**src/rtl/vector_pkg.sv**
```systemverilog
// Shared definitions for the vector command decoder: opcodes, packet
// geometry, FIFO entry layout and parser state encoding.
package vector_pkg;

  localparam logic [1:0] OP_JUMP   = 2'b00;
  localparam logic [1:0] OP_DRAW   = 2'b01;

  localparam int HDR_BIT   = 7;
  localparam int PKT_LEN   = 5;
  localparam int COORD_W   = 12;
  localparam int PAYLOAD_W = 6;
  localparam int ENTRY_W   = 26;

  // One parser state per byte position in a packet.
  typedef enum logic [$clog2(PKT_LEN)-1:0] {
    ST_HDR,
    ST_XH,
    ST_XL,
    ST_YH,
    ST_YL
  } parse_state_e;

  // FIFO entry: opcode in the top bits, then X, then Y.
  typedef struct packed {
    logic [1:0]         op;
    logic [COORD_W-1:0] x;
    logic [COORD_W-1:0] y;
  } cmd_entry_t;

  // Only jump and draw are executable; the other two codes are reserved.
  function automatic logic is_valid_op(input logic [1:0] op);
    return (op == OP_JUMP) || (op == OP_DRAW);
  endfunction

endpackage

```
**src/rtl/vector_cmd_decoder_fifo.sv**
```systemverilog
// Synchronous command FIFO. The head entry is read combinationally from
// storage, but a pushed entry only counts as present from the next cycle.
module cmd_fifo #(
  parameter int WIDTH = 26,
  parameter int DEPTH = 16
) (
  input  logic                   clk,
  input  logic                   reset_n,
  input  logic                   push,
  input  logic                   pop,
  input  logic [WIDTH-1:0]       wdata,
  output logic [WIDTH-1:0]       rdata,
  output logic                   full,
  output logic                   empty,
  output logic [$clog2(DEPTH):0] level
);

  localparam int AW = $clog2(DEPTH);
  localparam int LW = AW + 1;

  logic [WIDTH-1:0] mem_r [DEPTH];
  logic [AW-1:0]    wr_ptr_r;
  logic [AW-1:0]    rd_ptr_r;
  logic [LW-1:0]    count_r;
  logic             wr_en_s;
  logic             rd_en_s;

  assign full  = (count_r == LW'(DEPTH));
  assign empty = (count_r == {LW{1'b0}});
  assign level = count_r;
  assign rdata = mem_r[rd_ptr_r];

  // A push into a full FIFO is still taken when a pop frees the head slot.
  always_comb begin
    rd_en_s = pop && !empty;
    wr_en_s = push && (!full || rd_en_s);
  end

  // Storage array, written at the tail on an accepted push.
  always_ff @(posedge clk) begin
    if (wr_en_s) begin
      mem_r[wr_ptr_r] <= wdata;
    end
  end

  // Pointers and occupancy; pointers wrap naturally since DEPTH is a power of two.
  always_ff @(posedge clk or negedge reset_n) begin
    if (!reset_n) begin
      wr_ptr_r <= {AW{1'b0}};
      rd_ptr_r <= {AW{1'b0}};
      count_r  <= {LW{1'b0}};
    end else begin
      if (wr_en_s) begin
        wr_ptr_r <= wr_ptr_r + AW'(1);
      end
      if (rd_en_s) begin
        rd_ptr_r <= rd_ptr_r + AW'(1);
      end
      case ({wr_en_s, rd_en_s})
        2'b10:   count_r <= count_r + LW'(1);
        2'b01:   count_r <= count_r - LW'(1);
        default: count_r <= count_r;
      endcase
    end
  end

endmodule

```
**src/rtl/vector_cmd_decoder.sv**
```systemverilog
// Decodes 5-byte UART packets into jump/draw commands, buffers them in a
// FIFO and issues them to the line controller with a post-issue guard window.
module vector_cmd_decoder
  import vector_pkg::*;
#(
  parameter int DEPTH = 16,
  parameter int GUARD = 2
) (
  input  logic                   clk,
  input  logic                   reset_n,
  input  logic                   rx_dv,
  input  logic [7:0]             rx_byte,
  input  logic                   ready,
  input  logic                   clear,
  output logic [COORD_W-1:0]     x,
  output logic [COORD_W-1:0]     y,
  output logic                   draw,
  output logic                   jump,
  output logic [$clog2(DEPTH):0] level,
  output logic                   overflow,
  output logic                   proto_err
);

  localparam int GW = $clog2(GUARD + 1);

  parse_state_e         state_r, state_s;
  logic [1:0]           op_r, op_s;
  logic [PAYLOAD_W-1:0] xh_r, xh_s;
  logic [PAYLOAD_W-1:0] xl_r, xl_s;
  logic [PAYLOAD_W-1:0] yh_r, yh_s;
  logic                 push_s;
  logic                 perr_s;
  logic                 is_hdr_s;
  cmd_entry_t           push_entry_s;
  cmd_entry_t           head_s;
  logic [ENTRY_W-1:0]   fifo_rdata_s;
  logic                 fifo_full_s;
  logic                 fifo_empty_s;
  logic                 issue_s;
  logic                 ovf_set_s;
  logic [GW-1:0]        guard_r;
  logic [COORD_W-1:0]   x_r, y_r;
  logic                 draw_r, jump_r;
  logic                 overflow_r;
  logic                 proto_err_r;
  logic                 unused_byte_bit_s;

  // Bit 6 is don't-care in both header and data bytes.
  assign unused_byte_bit_s = rx_byte[6];

  assign is_hdr_s     = rx_byte[HDR_BIT];
  assign push_entry_s = cmd_entry_t'({op_r, xh_r, xl_r, yh_r, rx_byte[PAYLOAD_W-1:0]});
  assign head_s       = cmd_entry_t'(fifo_rdata_s);

  // Packet parser: a header byte always restarts a packet; data bytes fill fields.
  always_comb begin
    state_s = state_r;
    op_s    = op_r;
    xh_s    = xh_r;
    xl_s    = xl_r;
    yh_s    = yh_r;
    push_s  = 1'b0;
    perr_s  = 1'b0;
    if (!rx_dv) begin
      state_s = state_r;
    end else if (is_hdr_s) begin
      perr_s  = (state_r != ST_HDR);
      op_s    = rx_byte[1:0];
      state_s = ST_XH;
    end else begin
      case (state_r)
        ST_HDR: state_s = ST_HDR;
        ST_XH: begin
          xh_s    = rx_byte[PAYLOAD_W-1:0];
          state_s = ST_XL;
        end
        ST_XL: begin
          xl_s    = rx_byte[PAYLOAD_W-1:0];
          state_s = ST_YH;
        end
        ST_YH: begin
          yh_s    = rx_byte[PAYLOAD_W-1:0];
          state_s = ST_YL;
        end
        ST_YL: begin
          if (is_valid_op(op_r)) begin
            push_s = 1'b1;
          end else begin
            perr_s = 1'b1;
          end
          state_s = ST_HDR;
        end
        default: state_s = ST_HDR;
      endcase
    end
  end

  // Parser state and partially assembled packet fields.
  always_ff @(posedge clk or negedge reset_n) begin
    if (!reset_n) begin
      state_r <= ST_HDR;
      op_r    <= 2'b00;
      xh_r    <= {PAYLOAD_W{1'b0}};
      xl_r    <= {PAYLOAD_W{1'b0}};
      yh_r    <= {PAYLOAD_W{1'b0}};
    end else begin
      state_r <= state_s;
      op_r    <= op_s;
      xh_r    <= xh_s;
      xl_r    <= xl_s;
      yh_r    <= yh_s;
    end
  end

  cmd_fifo #(
    .WIDTH (ENTRY_W),
    .DEPTH (DEPTH)
  ) u_fifo (
    .clk     (clk),
    .reset_n (reset_n),
    .push    (push_s),
    .pop     (issue_s),
    .wdata   (push_entry_s),
    .rdata   (fifo_rdata_s),
    .full    (fifo_full_s),
    .empty   (fifo_empty_s),
    .level   (level)
  );

  // Issue when a command is waiting, the controller is ready and the guard has expired.
  always_comb begin
    issue_s   = !fifo_empty_s && ready && (guard_r == {GW{1'b0}});
    ovf_set_s = push_s && fifo_full_s && !issue_s;
  end

  // Issue stage: latch coordinates and fire a one-cycle draw or jump pulse.
  always_ff @(posedge clk or negedge reset_n) begin
    if (!reset_n) begin
      x_r    <= {COORD_W{1'b0}};
      y_r    <= {COORD_W{1'b0}};
      draw_r <= 1'b0;
      jump_r <= 1'b0;
    end else if (issue_s) begin
      x_r    <= head_s.x;
      y_r    <= head_s.y;
      draw_r <= (head_s.op == OP_DRAW);
      jump_r <= (head_s.op == OP_JUMP);
    end else begin
      draw_r <= 1'b0;
      jump_r <= 1'b0;
    end
  end

  // Guard window masks ready while the controller is still reacting to the last issue.
  always_ff @(posedge clk or negedge reset_n) begin
    if (!reset_n) begin
      guard_r <= {GW{1'b0}};
    end else if (issue_s) begin
      guard_r <= GW'(GUARD);
    end else if (guard_r != {GW{1'b0}}) begin
      guard_r <= guard_r - GW'(1);
    end else begin
      guard_r <= guard_r;
    end
  end

  // Status flags: sticky overflow (clear wins) and registered protocol-error pulse.
  always_ff @(posedge clk or negedge reset_n) begin
    if (!reset_n) begin
      overflow_r  <= 1'b0;
      proto_err_r <= 1'b0;
    end else begin
      if (clear) begin
        overflow_r <= 1'b0;
      end else if (ovf_set_s) begin
        overflow_r <= 1'b1;
      end
      proto_err_r <= perr_s;
    end
  end

  assign x         = x_r;
  assign y         = y_r;
  assign draw      = draw_r;
  assign jump      = jump_r;
  assign overflow  = overflow_r;
  assign proto_err = proto_err_r;

endmodule

```
**config.mk**
```make
export PLATFORM = sky130hd
export DESIGN_NAME = vector_cmd_decoder
export DESIGN_NICKNAME = d
export VERILOG_FILES = /design/src/rtl/vector_pkg.sv /design/src/rtl/vector_cmd_decoder_fifo.sv /design/src/rtl/vector_cmd_decoder.sv
export SDC_FILE = /design/constraint.sdc
export NUM_CORES = 1
export LEC_CHECK = 0
export ABC_AREA = 0
export BUFFER_PORTS_ARGS = -buffer_cell sky130_fd_sc_hd__buf_2
export CORE_MARGIN = 2
export CORE_UTILIZATION = 56
export CTS_CLUSTER_DIAMETER = 80
export CTS_CLUSTER_SIZE = 20
export DETAILED_ROUTE_END_ITERATION = 8
export GPL_TIMING_DRIVEN = 0
export PLACE_DENSITY = 0.75
export SYNTH_ARGS = -nofsm -noshare
export SYNTH_HDL_FRONTEND = slang
export SYNTH_SLANG_ARGS = --single-unit
```
**constraint.sdc**
```tcl
create_clock -name clk -period 2.8 [get_ports clk]
set_input_delay 0.42 -clock clk [delete_from_list [all_inputs] [get_ports clk]]
set_output_delay 0.42 -clock clk [all_outputs]
set_load 0.01 [all_outputs]
```
==> flow_summary.ini <==
[floorplan]
ios = 46
start_util_pct = 57.0
die-width_microns = 186
fp.dieArea_sq_um = 34600
row_count = 66
floorplan.die.height_microns = 186
coreArea_sq_um = 32500

[yosys]
synth_simple_gate_area_share_pct = 2.15
ffs_w_async_s_r_synth_pct = 13.7
synth.cell_area_sq_um = 18500
combinational_family_with_the_most_area_after_synthesis = multiplexers
synth_edf_count = 416
syn-instance-count = 865
synth-seq-area-share_pct = 76.3
synth.yosys.warnings = 0
synth.mux.area_fraction_pct = 17.0
flip_flop_and_latch_count_after_synthesis = 482
synth-xor-area-share_pct = 0.425
synth_adder_area_share_pct = 0.715
synth_cell_type_count = 45
yosys_most_used_dff = sky130_fd_sc_hd__edfxtp_1
avg_cell_area_syn_sq_um = 21.4
mappedNetlistNets = 888
synth_area_in_compound_gates_pct = 2.09

[cts]
cts-root-buf = sky130_fd_sc_hd__clkbuf_16
clock_path_buffers = 3
cts_inserted_buffers = 28
cts_max_level = 1
clock_tree_from_tritoncts = done
clk_transition_reported_paths_ps = 80
worstSkewPairLatency_ps = 570
cts.sinks = 482

[global_routing]
grt_pass1_wl_microns = 61400
grt_start_max_net_pins = 50
first_global_vias = 9320
grtUsageTotal_pct = 25.2
number_of_antenna_violations_at_the_first_check_in_global_routing = 0
grt_overflow_total = 0

[pwr]
total_leakage_power_nw = 7.02
total_power_w = 0.0186
max_vdd_drop_uv = 664
power-per-cell-area_nw_per_um2 = 878

[critical_path]
cp_data_required_time_ps = 3220
crit_family = buffers and inverters
critical_path_buf_inv_count = 2
crit_path_top_delay_cell = sky130_fd_sc_hd__buf_1
critical_path_arrival_ps = 3150
critical_path_capture_point_type = register
crit_type = reg -> reg
chain_of_cells_forming_the_critical_path = clkbuf_1, buf_1, mux4_2, mux2i_1, o221ai_1
r2r_cells = 5
startpoint_type = register
critical_path.max_fanout = 10
path_depth = 5
critPathMaxStageDelay_ps = 690

[route]
routed_wire_length_per_instance_microns = 28.8
final_antenna_net_count = 0
postRouteWirelength_microns = 41700
drt-vias-per-instance = 6.34
detailedRoute.firstPassIterationCount = 5
drtIter0Drc = 932
drc_viols = 0
routed-via-count = 9206

[final_layout]
flow.area_growth_from_synthesis_pct = 14.5
fin_nets = 1014
post-route-util_pct = 65.2
final_cell_mix = 416 x sky130_fd_sc_hd__edfxtp_1, 104 x sky130_fd_sc_hd__mux4_2, 63 x sky130_fd_sc_hd__dfrtp_1
drive_gt1_share_pct = 31.0
mostFrequentLayoutCell = sky130_fd_sc_hd__edfxtp_1
antenna_cells_inserted = 0

[min_path]
worst_hold_path.num_cells = 2
worstHoldPathType = in -> reg

[sta]
final_hold_viol_count = 0
final_critical_path_setup_slack_ps = 70.1
clock-skew-final_ps = 24.2
achievable_frequency_ghz = 0.366
max_slew_violation_count = 0
layout_worst_path_cycle_share_pct = 97.5
rsz_0062_raised_after_global_routing = yes
worst_pin_slew_ps = 1070
max_slew_margin_pct = 28.7
finalWorstPathRequiredPeriod_ps = 2730
finalSetupViolCount = 0

[run]
max-cap-violations = 0

[run_status]
run_status = complete, no violations

[placed_design]
portBuffers = 44
post-place-ws_ps = -636
gp_congestion = 0.759
dp_hpwl_microns = 24700
-- worst paths after layout --
check,start,endpoint,slack (ps)
max in group asynchronous,reset_n,x[6],1910
hold reg to reg,x[6],x[6],490
setup reg to reg,u_fifo.rd_ptr_r[1],y[0],70
setup / recovery,u_fifo.rd_ptr_r[1],y[0],70
min in group asynchronous,reset_n,x[0],300
hold / removal,rx_dv,state_r[0],130
-- metrics by stage --
step | std cells | TNS (ps) | hold slack (ps) | instance area (sq um)
floorplan | 865 | -74400 | 124 | 18600
global placement | 1351 | -678880 | 467 | 19300
detailed placement | 1368 | -204400 | 348 | 19900
CTS | 1447 | 0 | 100 | 21200
global route | 1451 | 0 | 135 | 21200
finish | 1451 | 0 | 132 | 21200
-- synth_stat cells (3+ instances only) --
master                     count  share of area [%]
sky130_fd_sc_hd__nand3_1       5               0.13
sky130_fd_sc_hd__buf_1         8               0.16
sky130_fd_sc_hd__edfxtp_1    416                 67
sky130_fd_sc_hd__nor2_1       23               0.47
sky130_fd_sc_hd__ha_1          9               0.61
sky130_fd_sc_hd__o211ai_1      3               0.12
sky130_fd_sc_hd__dfrtp_1      66                8.9
sky130_fd_sc_hd__nand2b_1      7               0.24
sky130_fd_sc_hd__buf_2        17               0.46
sky130_fd_sc_hd__mux4_2      104                 13
sky130_fd_sc_hd__nand2_1      37               0.75
sky130_fd_sc_hd__o221ai_1     24                1.1
sky130_fd_sc_hd__buf_4         3               0.12
sky130_fd_sc_hd__mux2_2       24                1.5
sky130_fd_sc_hd__buf_6         3               0.18
sky130_fd_sc_hd__a21oi_1       6               0.16
sky130_fd_sc_hd__xnor2_1       8               0.38
sky130_fd_sc_hd__mux2i_1      51                2.8
sky130_fd_sc_hd__clkbuf_1     11               0.22
sky130_fd_sc_hd__inv_1         9               0.18
-- layer usage --
layer  track usage, %  wire length (microns)  up-vias
li1                 -                      -     3791
met1             34.1                  15800     4871
met2             41.8                  21100      443
met3             4.17                   3140      101
met4             9.32                   1640        0
met5                0                      0        -
-- power by group --
group | total [W] | internal (W) | switching (W)
Combinational | 0.00494 | 0.00233 | 0.00261
Clock | 0.00424 | 0.00203 | 0.00220
Sequential | 0.00946 | 0.00873 | 0.000731
-- sequential cells by signal, indices dropped and copies added (netlist names), 2 cells and up --
register / flops
u_fifo.mem_r: 416
x: 12
y: 12
xh_r: 6
xl_r: 6
yh_r: 6
u_fifo.level: 5
u_fifo.rd_ptr_r: 4
u_fifo.wr_ptr_r: 4
state_r: 3
guard_r: 2
op_r: 2
-- worst reg2reg max path: stages, from the launching register on --
cell	delay [ps]
sky130_fd_sc_hd__dfrtp_1	490
sky130_fd_sc_hd__clkbuf_1	560
sky130_fd_sc_hd__buf_1	700
sky130_fd_sc_hd__mux4_2	460
sky130_fd_sc_hd__mux2i_1	230
sky130_fd_sc_hd__o221ai_1	150
-- area by class of cell --
type,count,area (sq um)
multi-input combinational,332,4320
clock buffer,46,790
sequential,482,14100
fill,2091,11300
buffer,40,210
tap,442,553
timing repair buffer,98,1120
inverter,9,33.8
clock inverter,2,46.3
-- repair_timing --
item / in CTS / in global routing
setup endpoints to repair: 420 / 423
gates resized for setup: 5 / 10
hold endpoints to repair: 18 / 0
hold buffers: 2 / 0
pin swaps: 17 / 6
setup buffers: 30 / 5
-- cell families after synthesis --
group | count (synthesis)
and+or+nand+nor | 86
xor gates and xnor gates | 9
AOI/OAI and AO/OA | 46
DFF | 482
buffers and inverters | 51
muxes | 181
adders and majority gates | 10
No activity file was read; power rests on OpenSTA's default activity.
